`src/rtl/ingreso_numero_pkg.sv`:
```
// Shared types and key codes for the digit-entry accumulator.
// With INGRESO_BIN_EN defined the state set gains the BCD-to-binary conversion step.
package ingreso_pkg;

`ifdef INGRESO_BIN_EN
  typedef enum logic [2:0] {VACIO, CARGANDO, LLENO, ENTREGA, CONVIERTE} estado_t;
`else
  typedef enum logic [1:0] {VACIO, CARGANDO, LLENO, ENTREGA} estado_t;
`endif

  localparam logic [4:0] TECLA_LIMPIAR = 5'hE;
  localparam logic [4:0] TECLA_BORRAR  = 5'hF;
  localparam logic [4:0] SIN_TECLA     = 5'd16;
  localparam logic [4:0] SIN_COL       = 5'd17;

  function automatic logic es_letra(input logic [4:0] c);
    return (c >= 5'hA) && (c <= 5'hD);
  endfunction

  function automatic logic es_digito(input logic [4:0] c);
    return c <= 5'd9;
  endfunction

endpackage

```
`src/rtl/ingreso_numero_detector_flanco.sv`:
```
// Registered rising-edge detector; the history flop resets to RST_VAL so a
// level already high when reset is released produces no edge.
module detector_flanco #(
  parameter logic RST_VAL = 1'b1
) (
  input  logic clk,
  input  logic rst,
  input  logic i_nivel,
  output logic o_flanco
);

  logic r_prev;

  always_ff @(posedge clk or posedge rst) begin
    if (rst) begin
      r_prev   <= RST_VAL;
      o_flanco <= 1'b0;
    end else begin
      r_prev   <= i_nivel;
      o_flanco <= i_nivel & ~r_prev;
    end
  end

endmodule

```
`src/rtl/ingreso_numero.sv`:
```
// Calculator-style BCD digit entry with backspace/clear and a committed value on enter.
// Optional INGRESO_BIN_EN adds valor_bin via an iterative shift-add BCD-to-binary pass.
module ingreso_numero
  import ingreso_pkg::*;
#(
  parameter int N_DIGITS = 3,
  parameter int BIN_W    = 10,
  localparam int CW      = $clog2(N_DIGITS + 1)
) (
  input  logic                    clk,
  input  logic                    rst,
  input  logic [4:0]              digito,
  input  logic                    cambio_digito,
  input  logic                    enter_sync,
  output logic [4*N_DIGITS-1:0]   bcd_buf,
  output logic [CW-1:0]           cantidad,
  output logic [4*N_DIGITS-1:0]   valor,
  output logic                    valido,
  output logic                    error,
`ifdef INGRESO_BIN_EN
  output logic [BIN_W-1:0]        valor_bin,
`endif
  output logic                    desborde
);

  localparam logic [CW-1:0] CANT_MAX = CW'(N_DIGITS);

  logic                  w_ev_tecla, w_ev_enter, w_tecla_valida;
  logic [4:0]            r_codigo;
  estado_t               r_estado, w_estado_sig;
  logic [4*N_DIGITS-1:0] r_buf, w_buf, r_valor, w_valor;
  logic [CW-1:0]         r_cant, w_cant;
  logic                  r_valido, w_valido, r_error, w_error, r_desborde, w_desborde;

  detector_flanco #(.RST_VAL(1'b1)) u_flanco_tecla (
    .clk(clk), .rst(rst), .i_nivel(cambio_digito), .o_flanco(w_ev_tecla)
  );
  detector_flanco #(.RST_VAL(1'b1)) u_flanco_enter (
    .clk(clk), .rst(rst), .i_nivel(enter_sync), .o_flanco(w_ev_enter)
  );

  // Code is captured on the same edge as the key event so both line up one cycle later.
  always_ff @(posedge clk or posedge rst) begin
    if (rst) r_codigo <= SIN_TECLA;
    else     r_codigo <= digito;
  end

  assign w_tecla_valida = w_ev_tecla && (r_codigo != SIN_TECLA) && (r_codigo != SIN_COL);

`ifdef INGRESO_BIN_EN
  logic [4*N_DIGITS-1:0] r_snap, r_shift;
  logic [BIN_W-1:0]      r_acc, w_acc_sig, r_valor_bin;
  logic [CW-1:0]         r_idx;
  logic [3:0]            w_dig;

  assign w_dig     = r_shift[4*N_DIGITS-1 -: 4];
  assign w_acc_sig = (r_acc << 3) + (r_acc << 1) + BIN_W'(w_dig);
  assign valor_bin = r_valor_bin;

  always_ff @(posedge clk or posedge rst) begin
    if (rst) begin
      r_snap      <= '0;
      r_shift     <= '0;
      r_acc       <= '0;
      r_idx       <= '0;
      r_valor_bin <= '0;
    end else if (r_estado == ENTREGA) begin
      r_snap  <= r_buf;
      r_shift <= r_buf;
      r_acc   <= '0;
      r_idx   <= '0;
    end else if (r_estado == CONVIERTE) begin
      r_shift <= r_shift << 4;
      r_acc   <= w_acc_sig;
      r_idx   <= r_idx + CW'(1);
      if (w_estado_sig == VACIO) r_valor_bin <= w_acc_sig;
    end
  end
`endif

  always_comb begin
    w_estado_sig = r_estado;
    w_buf        = r_buf;
    w_cant       = r_cant;
    w_valor      = r_valor;
    w_valido     = 1'b0;
    w_error      = 1'b0;
    w_desborde   = 1'b0;
    case (r_estado)
      ENTREGA: begin
        w_buf  = '0;
        w_cant = '0;
`ifdef INGRESO_BIN_EN
        w_estado_sig = CONVIERTE;
`else
        w_valor      = r_buf;
        w_valido     = 1'b1;
        w_estado_sig = VACIO;
`endif
      end
`ifdef INGRESO_BIN_EN
      CONVIERTE: begin
        if (r_idx == CW'(N_DIGITS - 1)) begin
          w_valor      = r_snap;
          w_valido     = 1'b1;
          w_estado_sig = VACIO;
        end
      end
`endif
      default: begin
        // Enter has priority over a simultaneous key event.
        if (w_ev_enter) begin
          if (r_estado == VACIO) w_error = 1'b1;
          else                   w_estado_sig = ENTREGA;
        end else if (w_tecla_valida) begin
          if (es_letra(r_codigo)) begin
            w_error = 1'b1;
          end else if (es_digito(r_codigo)) begin
            if (r_estado == LLENO) begin
              w_desborde = 1'b1;
            end else begin
              w_buf        = r_buf << 4;
              w_buf[3:0]   = r_codigo[3:0];
              w_cant       = r_cant + CW'(1);
              w_estado_sig = (w_cant == CANT_MAX) ? LLENO : CARGANDO;
            end
          end else if (r_codigo == TECLA_BORRAR) begin
            if (r_estado != VACIO) begin
              w_buf        = r_buf >> 4;
              w_cant       = r_cant - CW'(1);
              w_estado_sig = (r_cant == CW'(1)) ? VACIO : CARGANDO;
            end
          end else if (r_codigo == TECLA_LIMPIAR) begin
            w_buf        = '0;
            w_cant       = '0;
            w_estado_sig = VACIO;
          end
        end
      end
    endcase
  end

  always_ff @(posedge clk or posedge rst) begin
    if (rst) begin
      r_estado   <= VACIO;
      r_buf      <= '0;
      r_cant     <= '0;
      r_valor    <= '0;
      r_valido   <= 1'b0;
      r_error    <= 1'b0;
      r_desborde <= 1'b0;
    end else begin
      r_estado   <= w_estado_sig;
      r_buf      <= w_buf;
      r_cant     <= w_cant;
      r_valor    <= w_valor;
      r_valido   <= w_valido;
      r_error    <= w_error;
      r_desborde <= w_desborde;
    end
  end

  assign bcd_buf  = r_buf;
  assign cantidad = r_cant;
  assign valor    = r_valor;
  assign valido   = r_valido;
  assign error    = r_error;
  assign desborde = r_desborde;

endmodule

```
`config.mk`:
```
export PLATFORM = sky130hd
export DESIGN_NAME = ingreso_numero
export DESIGN_NICKNAME = d
export VERILOG_FILES = /design/src/rtl/ingreso_numero_pkg.sv /design/src/rtl/ingreso_numero_detector_flanco.sv /design/src/rtl/ingreso_numero.sv
export SDC_FILE = /design/constraint.sdc
export NUM_CORES = 1
export LEC_CHECK = 0
export BUFFER_PORTS_ARGS = -buffer_cell sky130_fd_sc_hd__buf_2
export CAP_MARGIN = 20
export CORE_MARGIN = 2
export CORE_UTILIZATION = 44
export CTS_CLUSTER_SIZE = 20
export DETAILED_ROUTE_END_ITERATION = 16
export MAX_ROUTING_LAYER = met4
export PLACE_DENSITY_LB_ADDON = 0.12
export SLEW_MARGIN = 20
export SYNTH_ARGS = -nofsm -noshare
export SYNTH_HDL_FRONTEND = slang
export SYNTH_HIERARCHICAL = 1
export SYNTH_SLANG_ARGS = --single-unit
export TNS_END_PERCENT = 50
```
`constraint.sdc`:
```
create_clock -name clk -period 2.2 [get_ports clk]
set_clock_uncertainty 0.05 [all_clocks]
set_input_delay 0.44 -clock clk [delete_from_list [all_inputs] [get_ports clk]]
set_output_delay 0.44 -clock clk [all_outputs]
set_load 0.05 [all_outputs]
```
# --- Yosys cells after proc, flatten, opt, wreduce, memory -nomap -nowiden ---
# Index checks and enable logic that the tools add are counted.
totals:
  latch_bits: 0
  ramBits: 0
  reg_bits: 40
  output_inout_bits: 29
  mem_bits_ro: 0
  word_cells: 89
  memories: 0
  inputBits: 9
classes:
  shifts: 0
  div: 0
  n_addsub: 2
  n_mul: 0
  bitwise: 4
  magnitude_cmp: 3
  n_eq_ne: 16
  reduce_logical: 11
  mux: 41
op_table:
  columns: ["operator", "count"]
  rows:
  - ["$mux 12", 9]
  - ["$mux 2", 19]
  - ["$mux 1", 13]
  - ["$reduce_and 6->1", 2]
  - ["$eq 5x4->1 const B", 2]
  - ["$le 5x4->1 const B", 2]
  - ["$ne 5x5->1 const B", 2]
  - ["$ne 4x2->1 const B", 2]
  - ["$eq 2x2->1 const B", 3]
  - ["$ge 5x4->1 const B", 1]
  - ["$ne 5x2->1 const B", 1]
  - ["$reduce_bool 5->1", 1]
  - ["$reduce_bool 2->1", 2]
  - ["$reduce_bool 4->1", 1]
  - ["$logic_and 1x1->1", 3]
  - ["$ne 3x1->1 const B", 1]
  - ["$ne 3x2->1 const B", 1]
  - ["$ne 3x3->1 const B", 1]
  - ["$reduce_bool 3->1", 1]
  - ["$add 2x1->2 const B", 1]
  - ["$and 1x1->1", 2]
  - ["$eq 2x1->1 const B", 1]
  - ["$logic_not 2->1", 1]
  - ["$ne 2x1->1 const B", 1]
  - ["other kinds (3)", 4]

# --- Depth between registers and ports, before layout ---
# Gate-level depths: netlist of the first run.
logic_depth:
  word_depth: 9
  ltp_mapped: 6
  mapped_depth_nobuf: 5

# --- Hierarchy ---
# Netlist of the first run, hierarchy kept.
by_module_without_submodules:
  columns: ["module", "instances", "area_each_um2", "cells_each", "seq_area_each_um2"]
  rows:
  - ["ingreso_numero", 1, 1620.3, 149, 902.1]
  - ["detector_flanco", 2, 68.8, 4, 51.3]

# --- Worst setup path before layout of the first run ---
# OpenSTA, ideal clock, no wires.
synth_path:
  kind: "register -> register"
  start: "reg r_codigo[1]"
  end: "reg r_buf[2], in the netlist bcd_buf[2]"
  t_arrival_ns: 1.797
  setup_time_ns: 0.127
  path_stages_with_launch: 7
  period_less_slack_ns: 1.975
  t_required_ns: 2.023
  n_path_buf: 1
  slack_ns: 0.225
  path_cell_list: "dfrtp_1 -> xor2_1 -> a211oi_2 -> a21oi_2 -> a211oi_4 -> buf_6 -> mux2_1"
synth_between:
  elab_chain_cells: 7
  elab_cells_between_ends: 22
  classes_between: "3 x order compare; 7 x eq/ne; 6 x mux; 6 x reduce/logical"
synth_rtl:
  columns: ["element", "line", "source"]
  rows:
  - ["start, declared", "ingreso_numero.sv:29", "logic [4:0] r_codigo;"]
  - ["start signal, assigned", "ingreso_numero.sv:45", "else r_codigo <= digito;"]
  - ["branches (longest 7 deep; another with $le 5x4->1)", null, null]
  - ["end signal, assigned", "ingreso_numero.sv:154", "r_buf <= w_buf;"]
  - ["end, declared", "ingreso_numero.sv:31", "logic [4*N_DIGITS-1:0] r_buf, w_buf, r_valor, w_valor;"]
# Several ways; the timed one is not identified. The select of a mux whose other input is x is not followed.
# A chain may end at the register's enable or synchronous reset.

# --- Worst setup path after layout of the first run ---
layout_path:
  start: "reg r_codigo[1]"
  end: "reg r_cant[0], in the netlist cantidad[0]"
layout_between:
  elab_chain_cells: 7
  elab_cells_between_ends: 22
  classes_between: "3 x order compare; 7 x eq/ne; 6 x mux; 6 x reduce/logical"
layout_rtl:
  columns: ["element", "line", "source"]
  rows:
  - ["branches (longest 7 deep; another with $le 5x4->1)", null, null]
  - ["end signal, assigned", "ingreso_numero.sv:155", "r_cant <= w_cant;"]
  - ["end, declared", "ingreso_numero.sv:32", "logic [CW-1:0] r_cant, w_cant;"]
# Several ways; the timed one is not identified. The select of a mux whose other input is x is not followed.

==> qor.yml, run 1 <==
run_status:
  status: "finished, final reports clean"
clocking:
  cts_tree: "yes"
  cts_setup_buffers: 0
  cts_max_level: 2
  root_buffer: "clkbuf_8"
  clk_latency_ns: 0.29
  numCtsBuffers: 5
  clockBufferDepth: 2
  cts.sinks: 40
  clk_pin_slew_ns: 0.08
logic_synthesis:
  synth.ff_latch_count: 40
  synth_edf_count: 0
  synthFlopType: "dfrtp_1"
  synth_fp_nets: 168
  synth_area_leaders: "dfrtp_1 53%, mux2_2 8.3%, nand2_1 4.9%, dfstp_2 4.5%, mux2_1 3.8%"
  syn_avg_cell_area_um2: 11.2
  synth_area_um2: 1760
  synth-async-reset-ratio_pct: 100
  synth_top_area_share_pct: 52.7
  yosysTopAreaCell: "dfrtp_1"
  synth_cell_types: 32
  synthTopCellsByCount: "37 x dfrtp_1, 23 x nand2_1, 13 x mux2_2"
  synth_cells: 157
  synth_most_common_cell: "dfrtp_1"
  ys_warn_count: 6
  ys_seq_area_share_pct: 57.2
layout:
  ff_latch_area_um2: 1000
  num_antenna_cells: 0
  syn2layout_area_growth_pct: 23.6
  fill_cells: 348
  final_nets: 213
  drive_above_1_share_pct: 35.6
  multi_input_area_um2: 677
routing:
  vias: 1291
  routedWlPerCell_um: 14.3
  drt-total-wl_um: 3570
  drtAntennaViolNets: 0
  firstDrtPassIters: 4
  drt_iter0_drc: 63
  avgViaCountPerCell: 5.16
  drc: 0
sta:
  post-route-period-util_pct: 92.8
  fmax_ghz: 0.490
  hold_slack_ns: 0.196
  slew_headroom_pct: 69.8
  final_max_slew_viol_count: 0
  fin_tns_setup_ns: 0
  worst_pin_slew_ns: 0.453
  grt_setup_unrepaired: "no"
  fin_crit_ns: 2.04
  final-setup-viol-count: 0
  hold_viol: 0
critical_path:
  endpoint_kind: "register"
  crit_path_start_kind: "register"
  required_ns: 2.33
  cpMaxStageDelayCell: "dfrtp_1"
  path_max_fanout: 14
  critPathMaxStageDelay_ns: 0.45
  worstSetupPathType: "reg -> reg"
  worstPathCellList: "xor2_1 -> a211oi_2 -> a21oi_2 -> a211oi_4 -> buf_12 -> mux2_2"
  crit_arrival_ns: 2.18
floorplanning:
  die_h_um: 67.2
  die_x_um: 67.2
  start_util_pct: 47.0
  io_pins: 38
  std_cell_rows: 22
  coreArea_um2: 3740
  die-area_um2: 4520
min_path:
  hold_class: "in -> reg"
global_routing:
  grt_pass1_wl_um: 5930
  grt_max_degree: 37
  grt_overflow_total: 0
  antenna_found_initial: 0
  grt_pass1_vias: 1202
  grtUsageTotal_pct: 18.8
power_and_ir_drop:
  p_int_mw: 1.58
  p_sw_share_pct: 37.2
  p_per_area_nw_per_um2: 1160
  net-switching-power_mw: 0.939
  ir_drop_v: 0.000526
  leakagePower_nw: 1.10
  p_comb_share_pct: 34.2
  p_seq_share_pct: 38.2
  clkPwrFrac_pct: 27.6
placement:
  hpwl_um: 2590
  port-buffer-count: 37
  gp_congestion: 0.840
run:
  drv_cap: 0
registers in the layout, indices dropped and copies added (netlist names):
register,cells
u_flanco_enter/r_prev,1
u_flanco_tecla/r_prev,1
u_flanco_tecla/o_flanco,1
bcd_buf,12
valor,12
desborde,1
r_estado,2
r_codigo,5
cantidad,2
u_flanco_enter/o_flanco,1
valido,1
error,1
metal layers:
layer	up-vias	wire, um	GRT usage (%)
li1	616	-	-
met1	637	1730	25.5
met2	33	1600	26.6
met3	5	190	5.50
met4	0	51	7.14
met5	-	0	-
final timing paths:
kind / start / endpoint / slack, ns / cells past startpoint
max in group asynchronous: rst / r_codigo[4]$_DFF_PP1_ / 1.00 / 4
hold / removal: digito[4] / r_codigo[4]$_DFF_PP1_ / 0.20 / 1
hold reg to reg: valor[9]$_DFFE_PP0P_ / valor[9]$_DFFE_PP0P_ / 0.43 / 2
min in group asynchronous: rst / u_flanco_tecla/o_flanco$_DFF_PP0_ / 0.51 / 3
setup reg to reg: r_codigo[1]$_DFF_PP0_ / cantidad[0]$_DFFE_PP0P_ / 0.16 / 6
setup / recovery: r_codigo[1]$_DFF_PP0_ / cantidad[0]$_DFFE_PP0P_ / 0.16 / 6
cells in the final DEF, fill, tap and decap left out, types with 6 or more instances in the layout:
cell	netlist	routed
dfrtp_1	37	37
buf_4	0	6
inv_1	11	11
o21ai_0	10	10
nor2_1	8	8
mux2_1	6	6
buf_2	1	37
nand2_1	23	23
mux2_2	13	13
a21oi_1	9	9
cell type report:
type	count	share of cell area, %
tap	48	2.76
sequential	40	46.3
timing repair buffer	45	12.0
inverter	11	1.90
clock inverter	2	2.76
clock buffer	5	3.17
multi-input combinational	99	31.2
through the flow:
step | setup WS [ns] | instances | total power, mW | utilization (%) | instance area, um^2
2_1_floorplan | 0.225 | 157 | 1.63 | - | 1760
3_3_place_gp | 0.213 | 242 | 1.84 | 54.3 | 2030
3_5_place_dp | 0.161 | 242 | 1.85 | 54.3 | 2030
4_1_cts | 0.161 | 250 | 2.54 | 58.0 | 2170
5_1_grt | 0.0666 | 250 | 2.65 | 58.0 | 2170
6_report | 0.159 | 250 | 2.52 | 58.0 | 2170
power by group through the flow:
stage | clock [mW] | sequential, mW | combinational (mW)
floorplan | 0 | 1.26 | 0.372
global placement | 0 | 0.974 | 0.861
detailed placement | 0 | 0.977 | 0.869
CTS | 0.706 | 0.964 | 0.874
global route | 0.744 | 0.983 | 0.923
finish | 0.695 | 0.964 | 0.864
cells by family (layout without fill, tap and decap cells):
group | count (synthesis) | after routing | share of synthesized area [%]
AND/OR/NAND/NOR | 46 | 46 | 13.0
flip-flops | 40 | 40 | 57.2
AO/OA/AOI/OAI | 30 | 30 | 11.0
multiplexers | 19 | 19 | 12.2
buffers and inverters | 18 | 63 | 4.34
adder cells (fa/ha/maj) | 2 | 2 | 1.42
XOR/XNOR | 2 | 2 | 0.997
worst max-delay path, delay by kind of cell (launching register included):
| family | cells | cell delay, ns |
|---|---|---|
| flip-flops | 1 | 0.45 |
| buffers and inverters | 1 | 0.18 |
| AO/OA/AOI/OAI | 3 | 0.69 |
| XOR/XNOR | 1 | 0.23 |
| multiplexers | 1 | 0.33 |
repair_timing:
item	CTS	global route
endpoints found under the hold margin	2	0
resized for setup	0	0
hold buffers	1	0
Note: power is estimated with default switching activity, not from simulation.
==> run 2: changes to the inputs <==
- ABC_AREA: not set -> 1
- CORE_ASPECT_RATIO: not set -> 1.75
==> qor.yml, run 2 <==
routing:
  routedWlPerCell_um: 13.8  # -3.6%
  drt-total-wl_um: 4730  # +33%
  drt_iter0_drc: 36  # -43%
  drtAntennaViolNets: 0  # unchanged
  firstDrtPassIters: 4  # unchanged
  drc: 0  # unchanged
  avgViaCountPerCell: 5.14  # -0.53%
  vias: 1767  # +37%
floorplanning:
  die-area_um2: 5120  # +13%
  std_cell_rows: 32  # +45%
  io_pins: 38  # unchanged
  coreArea_um2: 4400  # +18%
  die_h_um: 93.1  # +39%
  die_x_um: 54.9  # -18%
  start_util_pct: 45.4  # -1.6 points
logic_synthesis:
  synth-async-reset-ratio_pct: 100  # unchanged
  synth.ff_latch_count: 40  # unchanged
  syn_avg_cell_area_um2: 7.90  # -29%
  synth_edf_count: 0  # unchanged
  ys_seq_area_share_pct: 50.3  # -6.9 points
  ys_warn_count: 6  # unchanged
  synth_cell_types: 25  # -22%
  synth_cells: 253  # +61%
  synth_area_leaders: "dfrtp_1 46%, nand2_1 16%, nand3_1 11%, dfstp_2 3.9%, inv_1 3.6%"
  synthFlopType: "dfrtp_1"
  synth_most_common_cell: "nand2_1"
  synth_fp_nets: 264  # +57%
  synth_area_um2: 2000  # +14%
  synthTopCellsByCount: "84 x nand2_1, 43 x nand3_1, 37 x dfrtp_1"
  yosysTopAreaCell: "dfrtp_1"
  synth_top_area_share_pct: 46.3  # -6.3 points
clocking:
  root_buffer: "clkbuf_8"
  cts_resized: 0  # unchanged
  cts_max_level: 2  # unchanged
  clk_latency_ns: 0.30  # about the same
  cts_tree: "yes"
  cts.sinks: 40  # unchanged
  clk_pin_slew_ns: 0.08  # about the same
  numCtsBuffers: 5  # unchanged
  clockBufferDepth: 2  # unchanged
  cts_setup_buffers: 0  # unchanged
layout:
  final_nets: 303  # +42%
  layout_common_cells: "84 x nand2_1, 43 x nand3_1, 37 x dfrtp_1, 37 x buf_2, 19 x inv_1"
  final_common_cell: "nand2_1"
  syn2layout_area_growth_pct: 16.8
  post-route-util_pct: 53.0  # -5.0 points
  drive_above_1_share_pct: 22.9  # -13 points
  num_antenna_cells: 0  # unchanged
power_and_ir_drop:
  net-switching-power_mw: 1.24  # +32%
  p_seq_share_pct: 37.2  # -1.0 points
  clkPwrFrac_pct: 21.8  # -5.8 points
  p_sw_share_pct: 45.6  # +8.4 points
  power_mw: 2.72  # +7.7%
  p_int_mw: 1.48  # -6.6%
  p_per_area_nw_per_um2: 1160  # +0.18%
  ir_drop_v: 0.000749  # +42%
  leakagePower_nw: 1.30  # +19%
  p_comb_share_pct: 41.0  # +6.8 points
sta:
  hold_viol: 0  # unchanged
  fin_crit_ns: 1.76  # -0.281 ns
  final_max_slew_viol_count: 0  # unchanged
  fmax_ghz: 0.568  # +16%
  slew_headroom_pct: 69.0  # -0.87 points
  worst_slack_ns: 0.440  # +0.281 ns
  grt_setup_unrepaired: "no"
  final-setup-viol-count: 0  # unchanged
  worst_pin_slew_ns: 0.466  # +0.0130 ns
  fin_tns_setup_ns: 0  # unchanged
  post-route-period-util_pct: 80.0  # -13 points
critical_path:
  crit_path_start_kind: "register"
  worstSetupPathType: "reg -> reg"
  required_ns: 2.34  # about the same
  path_max_fanout: 15  # +1
  crit_arrival_ns: 1.90  # -0.28 ns
  endpoint_kind: "register"
  timing.reg2reg.setup_slack_ns: 0.44  # +0.28 ns
placement:
  post-place-ws_ns: 0.462  # +0.300 ns
  port-buffer-count: 37  # unchanged
  gp_congestion: 0.870  # +3.6%
  hpwl_um: 3350  # +29%
global_routing:
  grt_max_degree: 37  # unchanged
  antenna_found_initial: 0  # unchanged
  grt_overflow_total: 0  # unchanged
  grt_pass1_wl_um: 7750  # +31%
  grt_pass1_vias: 1709  # +42%
  grtUsageTotal_pct: 21.5  # +2.8 points
run:
  drv_cap: 0  # unchanged
run_status:
  status: "finished, final reports clean"
min_path:
  hold_class: "in -> reg"
==> run 2: changes by cell type after synthesis, sizes merged, moves of 3 or more <==
cell    previous run  this run
nand2             23        88
nand3              1        44
mux2              19         0
inv               11        22
nor2               8        19
buf                2         7
nand2b             4         0
nor2b              4         0
o21ai             12         8
nor3               2         5
==> run 2: power by group through the flow <==
| stage | Clock [mW] | Sequential, mW | Combinational, mW |
|---|---|---|---|
| floorplan | 0 | 1.45 | 0.440 |
| global placement | 0 | 1.02 | 1.11 |
| detailed placement | 0 | 1.02 | 1.12 |
| CTS | 0.615 | 1.01 | 1.12 |
| global route | 0.640 | 1.03 | 1.21 |
| finish | 0.593 | 1.01 | 1.11 |
==> run 2: cell type report <==
| class | instances | area (um^2) |
|---|---|---|
| repair buffers | 43 | 233 |
| inverters | 24 | 90.1 |
| clock inverters | 2 | 35.0 |
| multi-input cells | 178 | 836 |
| flip-flops and latches | 40 | 1000 |
| clock buffers | 6 | 72.6 |
| well taps | 51 | 63.8 |
| fillers | 456 | 2070 |
==> run 2: cell families after synthesis <==
family          share of synthesized area [%]
simple gates                             35.3
flops                                    50.3
fa+ha+maj                                1.25
compound gates                           5.26
buf+inv                                  7.89
==> run 2: what timing repair did <==
action                                  CTS  global route
hold buffers                              1             0
endpoints found under the setup margin    0             0
endpoints found under the hold margin     2             0
==> run 2: per-stage QoR <==
| step | std cells | hold slack [ns] | area, um^2 |
|---|---|---|---|
| 2_1_floorplan | 253 | 0.130 | 2000 |
| 3_3_place_gp | 335 | 0.266 | 2220 |
| 3_5_place_dp | 335 | 0.271 | 2220 |
| 4_1_cts | 344 | 0.184 | 2330 |
| 5_1_grt | 344 | 0.181 | 2330 |
| 6_report | 344 | 0.192 | 2330 |
==> run 2: final timing paths <==
kind	to	from	cells after the start
worst max-delay path	bcd_buf[11]$_DFFE_PP0P_	r_codigo[4]$_DFF_PP1_	8
worst min-delay path	u_flanco_enter/r_prev$_DFF_PP1_	enter_sync	1
worst max register to register	bcd_buf[11]$_DFFE_PP0P_	r_codigo[4]$_DFF_PP1_	8
worst min register to register	valor[10]$_DFFE_PP0P_	valor[10]$_DFFE_PP0P_	2
max in group asynchronous	r_codigo[4]$_DFF_PP1_	rst	4
min in group asynchronous	u_flanco_enter/o_flanco$_DFF_PP0_	rst	3
==> run 2: per-layer routing <==
metal | up-vias | track usage (%) | wire length (um)
li1 | 881 | - | -
met1 | 824 | 23.3 | 1890
met2 | 46 | 35.0 | 2500
met3 | 16 | 3.67 | 160
met4 | 0 | 13.2 | 191
met5 | - | - | 0
==> run 2: critical path, cell delays in order (launching register included) <==
cell	delay [ns]
dfstp_2	0.39
inv_2	0.22
nor2_1	0.07
nand2_1	0.10
nand2_2	0.10
o21ai_4	0.37
nand2_4	0.19
nand2_1	0.11
nand2_1	0.05
